--- config.mk ---
export PLATFORM = sky130hd
export DESIGN_NAME = hls_array_bank
export DESIGN_NICKNAME = d
export VERILOG_FILES = /design/src/rtl/hls_array_pkg.sv /design/src/rtl/hls_array_wsel.sv /design/src/rtl/hls_array_bank.sv
export SDC_FILE = /design/constraint.sdc
export NUM_CORES = 1
export LEC_CHECK = 0
export ABC_AREA = 1
export ABC_CLOCK_PERIOD_IN_PS = 2260
export CAP_MARGIN = 10
export CORE_AREA = 2 2 200 202
export CTS_CLUSTER_DIAMETER = 80
export DETAILED_ROUTE_END_ITERATION = 7
export DIE_AREA = 0 0 202 204
export PLACE_DENSITY_LB_ADDON = 0.05
export SYNTH_ARGS = -nofsm -noshare
export SYNTH_HDL_FRONTEND = slang
export SYNTH_HIERARCHICAL = 1
export SYNTH_SLANG_ARGS = --single-unit
export TNS_END_PERCENT = 10
--- constraint.sdc ---
create_clock -name clk -period 2.26 [get_ports clk]
set_input_delay 0.452 -clock clk [delete_from_list [all_inputs] [get_ports clk]]
set_output_delay 0.452 -clock clk [all_outputs]
set_load 0.02 [all_outputs]
--- src/rtl/hls_array_pkg.sv ---
// Shared types and helpers for the hls_array_bank backing store.
package hls_array_pkg;

  typedef enum logic [1:0] {
    IDLE = 2'd0,
    RUN  = 2'd1,
    DONE = 2'd2
  } state_e;

  localparam int RUN_CNT_W = 32;

  // Address width never drops below one bit, even for a single-entry bank.
  function automatic int calc_aw(input int depth);
    return (depth > 2) ? $clog2(depth) : 1;
  endfunction

endpackage

--- src/rtl/hls_array_wsel.sv ---
// Per-entry write arbiter: picks the lowest-index kernel port writing each entry.
module hls_array_wsel #(
  parameter int WIDTH  = 64,
  parameter int DEPTH  = 2,
  parameter int NPORTS = 2,
  parameter int AW     = 1
) (
  input  logic                    en,
  input  logic [NPORTS-1:0]       wenable,
  input  logic [NPORTS*AW-1:0]    addr,
  input  logic [NPORTS*WIDTH-1:0] wdata,
  output logic [DEPTH-1:0]        word_we,
  output logic [DEPTH*WIDTH-1:0]  word_wdata
);

  // Walking from the highest port down lets the lowest index overwrite last.
  // Addresses >= DEPTH never match an entry, so those writes vanish here.
  always_comb begin
    word_we    = '0;
    word_wdata = '0;
    for (int a = 0; a < DEPTH; a++) begin
      for (int p = NPORTS - 1; p >= 0; p--) begin
        if (en && wenable[p] && (int'(addr[p*AW +: AW]) == a)) begin
          word_we[a]                  = 1'b1;
          word_wdata[a*WIDTH +: WIDTH] = wdata[p*WIDTH +: WIDTH];
        end
      end
    end
  end

endmodule

--- src/rtl/hls_array_bank.sv ---
// Kernel array backing store with host load/dump port and IDLE/RUN/DONE run tracking.
// Optional run-cycle counter output enabled by HLS_ARRAY_BANK_CYCLE_COUNT_EN.
//
// Handshake: host_req is a level held by the host; a request is taken on an edge
// where host_req=1, state!=RUN and host_ack=0, and host_ack pulses for exactly the
// following cycle (with host_rdata valid for reads). Kernel ports carry no handshake.
module hls_array_bank
  import hls_array_pkg::*;
#(
  parameter int WIDTH      = 64,
  parameter int DEPTH      = 2,
  parameter int NPORTS     = 2,
  parameter int READ_FIRST = 1,
  localparam int AW        = calc_aw(DEPTH)
) (
  input  logic                    clk,
  input  logic                    rst_n,
  input  logic                    r_enable,
  input  logic                    w_enable,
  input  logic [NPORTS-1:0]       arr_wenable,
  input  logic [NPORTS*AW-1:0]    arr_addr,
  input  logic [NPORTS*WIDTH-1:0] arr_wdata,
  output logic [NPORTS*WIDTH-1:0] arr_rdata,
  input  logic                    host_req,
  input  logic                    host_we,
  input  logic [AW-1:0]           host_addr,
  input  logic [WIDTH-1:0]        host_wdata,
  output logic [WIDTH-1:0]        host_rdata,
  output logic                    host_ack,
  output logic                    busy,
  output logic [1:0]              dbg_state
`ifdef HLS_ARRAY_BANK_CYCLE_COUNT_EN
  ,
  output logic [RUN_CNT_W-1:0]    run_cycles
`endif
);

  state_e state, state_nxt;
  logic   run;
  logic   host_acc;

  logic [WIDTH-1:0]        mem [DEPTH];
  logic [DEPTH-1:0]        word_we;
  logic [DEPTH*WIDTH-1:0]  word_wdata;
  logic [NPORTS*WIDTH-1:0] kread;
  logic [WIDTH-1:0]        hread;

  always_ff @(posedge clk or negedge rst_n) begin
    if (!rst_n) state <= IDLE;
    else        state <= state_nxt;
  end

  // w_enable dominates in RUN, so a simultaneous r_enable still ends the run.
  always_comb begin
    state_nxt = state;
    case (state)
      IDLE, DONE: if (r_enable) state_nxt = RUN;
      RUN:        if (w_enable) state_nxt = DONE;
      default:    state_nxt = IDLE;
    endcase
  end

  assign run       = (state == RUN);
  assign busy      = run;
  assign dbg_state = state;
  assign host_acc  = host_req && !run && !host_ack;

  hls_array_wsel #(
    .WIDTH (WIDTH),
    .DEPTH (DEPTH),
    .NPORTS(NPORTS),
    .AW    (AW)
  ) u_wsel (
    .en        (run),
    .wenable   (arr_wenable),
    .addr      (arr_addr),
    .wdata     (arr_wdata),
    .word_we   (word_we),
    .word_wdata(word_wdata)
  );

  // Out-of-range addresses match no entry and therefore read as zero.
  always_comb begin
    kread = '0;
    hread = '0;
    for (int p = 0; p < NPORTS; p++) begin
      for (int a = 0; a < DEPTH; a++) begin
        if (int'(arr_addr[p*AW +: AW]) == a) begin
          if (READ_FIRST == 0 && word_we[a]) kread[p*WIDTH +: WIDTH] = word_wdata[a*WIDTH +: WIDTH];
          else                               kread[p*WIDTH +: WIDTH] = mem[a];
        end
      end
    end
    for (int a = 0; a < DEPTH; a++) begin
      if (int'(host_addr) == a) hread = mem[a];
    end
  end

  always_ff @(posedge clk or negedge rst_n) begin
    if (!rst_n) begin
      for (int a = 0; a < DEPTH; a++) mem[a] <= '0;
      arr_rdata  <= '0;
      host_rdata <= '0;
      host_ack   <= 1'b0;
    end else begin
      host_ack <= host_acc;
      if (host_acc && !host_we) host_rdata <= hread;
      if (run)                  arr_rdata  <= kread;
      // Kernel and host writes never coincide: the host is only served outside RUN.
      for (int a = 0; a < DEPTH; a++) begin
        if (word_we[a])
          mem[a] <= word_wdata[a*WIDTH +: WIDTH];
        else if (host_acc && host_we && (int'(host_addr) == a))
          mem[a] <= host_wdata;
      end
    end
  end

`ifdef HLS_ARRAY_BANK_CYCLE_COUNT_EN
  always_ff @(posedge clk or negedge rst_n) begin
    if (!rst_n)
      run_cycles <= '0;
    else if (!run && state_nxt == RUN)
      run_cycles <= '0;
    else if (run && run_cycles != '1)
      run_cycles <= run_cycles + RUN_CNT_W'(1);
  end
`endif

endmodule

==> results.tsv <==
stage	metric	value	unit
routing	Vias	19343	
clocking	CTS clk-pin slew, worst paths	0.06	ns
worst_setup_path	slowest stage delay, CP	0.75	ns
worst_hold_path	Min-Delay Path Class	flop to flop	
global_routing	gr ovfl total	0	
logic_synthesis	post-synth cell types	19	
logic_synthesis	Synth Register Bits	323	
sta	Max Freq	466	MHz
clocking	Clock Tree Root	clkbuf_16	
sta	final number of setup-violating endpoints	0	
floorplanning	core area	39200	µm²
floorplanning	Initial Utilization	0.464	
global_routing	global-route met3 utilization	0.0620	
power	Worst VDD drop	0.746	mV
worst_setup_path	CP Data Arrival Time	1.69	ns
worst_setup_path	crit-path max FO	3	
clocking	CTS tree	yes	
logic_synthesis	number of synthesized flops with an enable pin	0	
global_routing	vias in the first global route	18707	
run_status	status	finished, final reports clean	
global_routing	Total GRT Usage	0.323	
worst_setup_path	Slowest-stage cell, CP	clkdlybuf4s50_1	
sta	actual slew at the worst max-slew pin	0.761	ns
routing	Residual DRC	0	
global_routing	gr busiest metal	met2	
logic_synthesis	Top FF cell, synth	dfrtp_1	
routing	DR vias/cell	5.68	
worst_setup_path	critical path required time	1.81	ns
placed_design	GP Congestion	0.889	
routing	post-detailed-routing wire length	67.1	mm
worst_hold_path	hold path depth	2	
worst_setup_path	R2R depth	12	
global_routing	global-route wire length before repair	104	mm
final_layout	# nets final	3053	
worst_setup_path	Largest delay share family, worst path	buffers and inverters	
logic_synthesis	warnings from Yosys	6	
floorplanning	die area	41200	µm²
global_routing	largest net degree at the start of global routing	157	
sta	clk_skew	0.0111	ns
routing	First-pass DRT Iterations	6	
sta	Final Max Slew Viols	0	
sta	min Tclk post-route	2.15	ns
sta	RSZ-0062 raised after global routing	false	
routing	ANT nets after route	0	
logic_synthesis	async set or reset register ratio after synthesis	1.00	
clocking	CTS Sinks	323	
final_layout	Syn-to-layout area delta	31.1	%
worst_setup_path	critical path depth	1	
logic_synthesis	Syn Nets	2765	
sta	period utilization	0.950	
logic_synthesis	biggest area consumer among synthesized cells	dfrtp_1	
placed_design	Placed Area	22600	µm²
worst_setup_path	CP Launch Type	flop	
placed_design	placed cells	3334	
sta	Rel. slew slack	0.493	
floorplanning	Die Width	202	µm
routing	initial DRC count	1766	
logic_synthesis	Synth top area share	0.444	
placed_design	IO Port Bufs	398	
logic_synthesis	Synth area leaders	dfrtp_1, nand2_1, nand3_1	
final_layout	share of post-route cells with drive strength above 1	0.0550	
logic_synthesis	Post-Syn Instances	2562	
clocking	H-tree depth	2	
logic_synthesis	most common cell in the netlist	nand2_1	
global_routing	initial antenna violation count	9	
clocking	Clock Latency Late Sink	0.55	ns
logic_synthesis	syn_area_per_cell	7.10	µm²
routing	drt wl/cell	19.7	µm
global_routing	M2 GR Usage	0.516	
floorplanning	row count	73	
logic_synthesis	most frequent cells after synthesis	nand2_1, dfrtp_1, nand3_1	
global_routing	met1 usage	0.422	
logic_synthesis	Synth Cell Area	18200	µm²
power	Cell Pwr Density	1260	nW/µm²
job	maxcap violations	0	
power	leak pwr	11.1	nW
worst_setup_path	crit-path cells	clkdlybuf4s50_1	
clocking	maximum clock path buffer count	3	
clocking	number of buffers created by CTS	37	
worst_setup_path	Bufs and invs on worst path	1	
placed_design	post-detail-place hpwl	44.0	mm
logic_synthesis	sequential area share after synthesis	0.444	
worst_setup_path	Crit. End Element	primary output	
final_layout	final instance area	23800	µm²
worst_setup_path	Setup CP Type	flop to primary output	
final_layout	Finished Layout Cells	3405	
sta	Fin. Hold Viols	0	
floorplanning	Vert. Die Dim	204	µm
floorplanning	total I/O pin count	399	
## final timing paths
kind	slack, ns	startpoint	to
worst max-delay path	0.11	dbg_state[1]$_DFFE_PN0P_	dbg_state[1]
worst min-delay path	0.47	host_rdata[31]$_DFFE_PN0P_	host_rdata[31]$_DFFE_PN0P_
worst max register to register	0.13	dbg_state[0]$_DFFE_PN0P_	mem[73]$_DFFE_PN0P_
worst min register to register	0.47	host_rdata[31]$_DFFE_PN0P_	host_rdata[31]$_DFFE_PN0P_
max in group asynchronous	1.06	rst_n	arr_rdata[39]$_DFFE_PN0N_
min in group asynchronous	0.49	rst_n	host_rdata[12]$_DFFE_PN0P_
## sequential cells by signal, summed over array words and instances, names as in the netlist
name,flops
host_ack,1
host_rdata,64
mem,128
dbg_state,2
arr_rdata,128
## cell usage in the layout, fill, tap and decap left out, drive strengths merged, types with 7 or more instances in the layout
cell type,n
o21ai,323
nand3,322
clkdlybuf4s50,392
clkbuf,51
buf,81
nor2,260
inv,138
nand4,130
diode,7
a21oi,128
clkinv,8
nand2,711
dfrtp,323
## repair_timing
item / CTS / global route
endpoints found under the setup margin: 1 / 0
endpoints found under the hold margin: 52 / 0
buffers inserted: 1 / 0
gates resized for setup: 1 / 0
hold buffers: 1 / 0
## kinds of logic (layout without fill, tap and decap cells)
group                  count (synthesis)  count (layout)  share of synthesized area
AOI/OAI and AO/OA                    452             452                      0.124
other                                  0               7                          0
DFF                                  323             323                      0.444
and+or+nand+nor                     1424            1424                      0.336
buffers and inverters                363             674                     0.0950
## metal layers
metal	routed length, µm	up-vias	share of wire
met4	3050	4	0.045
met1	27000	9120	0.40
met2	30800	1013	0.46
met3	6200	170	0.093
met5	21	-	0.00031
li1	-	9036	-
## metrics by stage
| step | setup TNS (ns) | setup WS [ns] | hold WS [ns] | power (W) | util |
|---|---|---|---|---|---|
| 6_report | 0 | 0.113 | 0.470 | 0.0300 | 0.609 |
| 5_1_grt | 0 | 0.0593 | 0.491 | 0.0318 | 0.608 |
| 4_1_cts | 0 | 0.0963 | 0.459 | 0.0302 | 0.608 |
| 3_5_place_dp | 0 | 0.0870 | 0.459 | 0.0242 | 0.578 |
| 3_3_place_gp | 0 | 0.129 | 0.457 | 0.0239 | 0.578 |
| 2_1_floorplan | -0.295 | -0.00507 | 0.156 | 0.0177 | - |
## power breakdown
group          switching, W  internal, W  leakage, nW
Sequential          0.00233      0.00861         3.95
Combinational       0.00753      0.00566         6.58
Clock               0.00243      0.00345        0.581
## area by class of cell
type | count | area, µm²
antenna | 7 | 17.5
clock buffer | 51 | 1080
clock inverter | 11 | 86.3
fill | 3565 | 15300
inverter | 137 | 514
multi-input combinational | 1876 | 8450
sequential | 323 | 8090
tap | 525 | 657
timing repair buffer | 475 | 4960
Note: power is estimated with default switching activity, not from simulation.
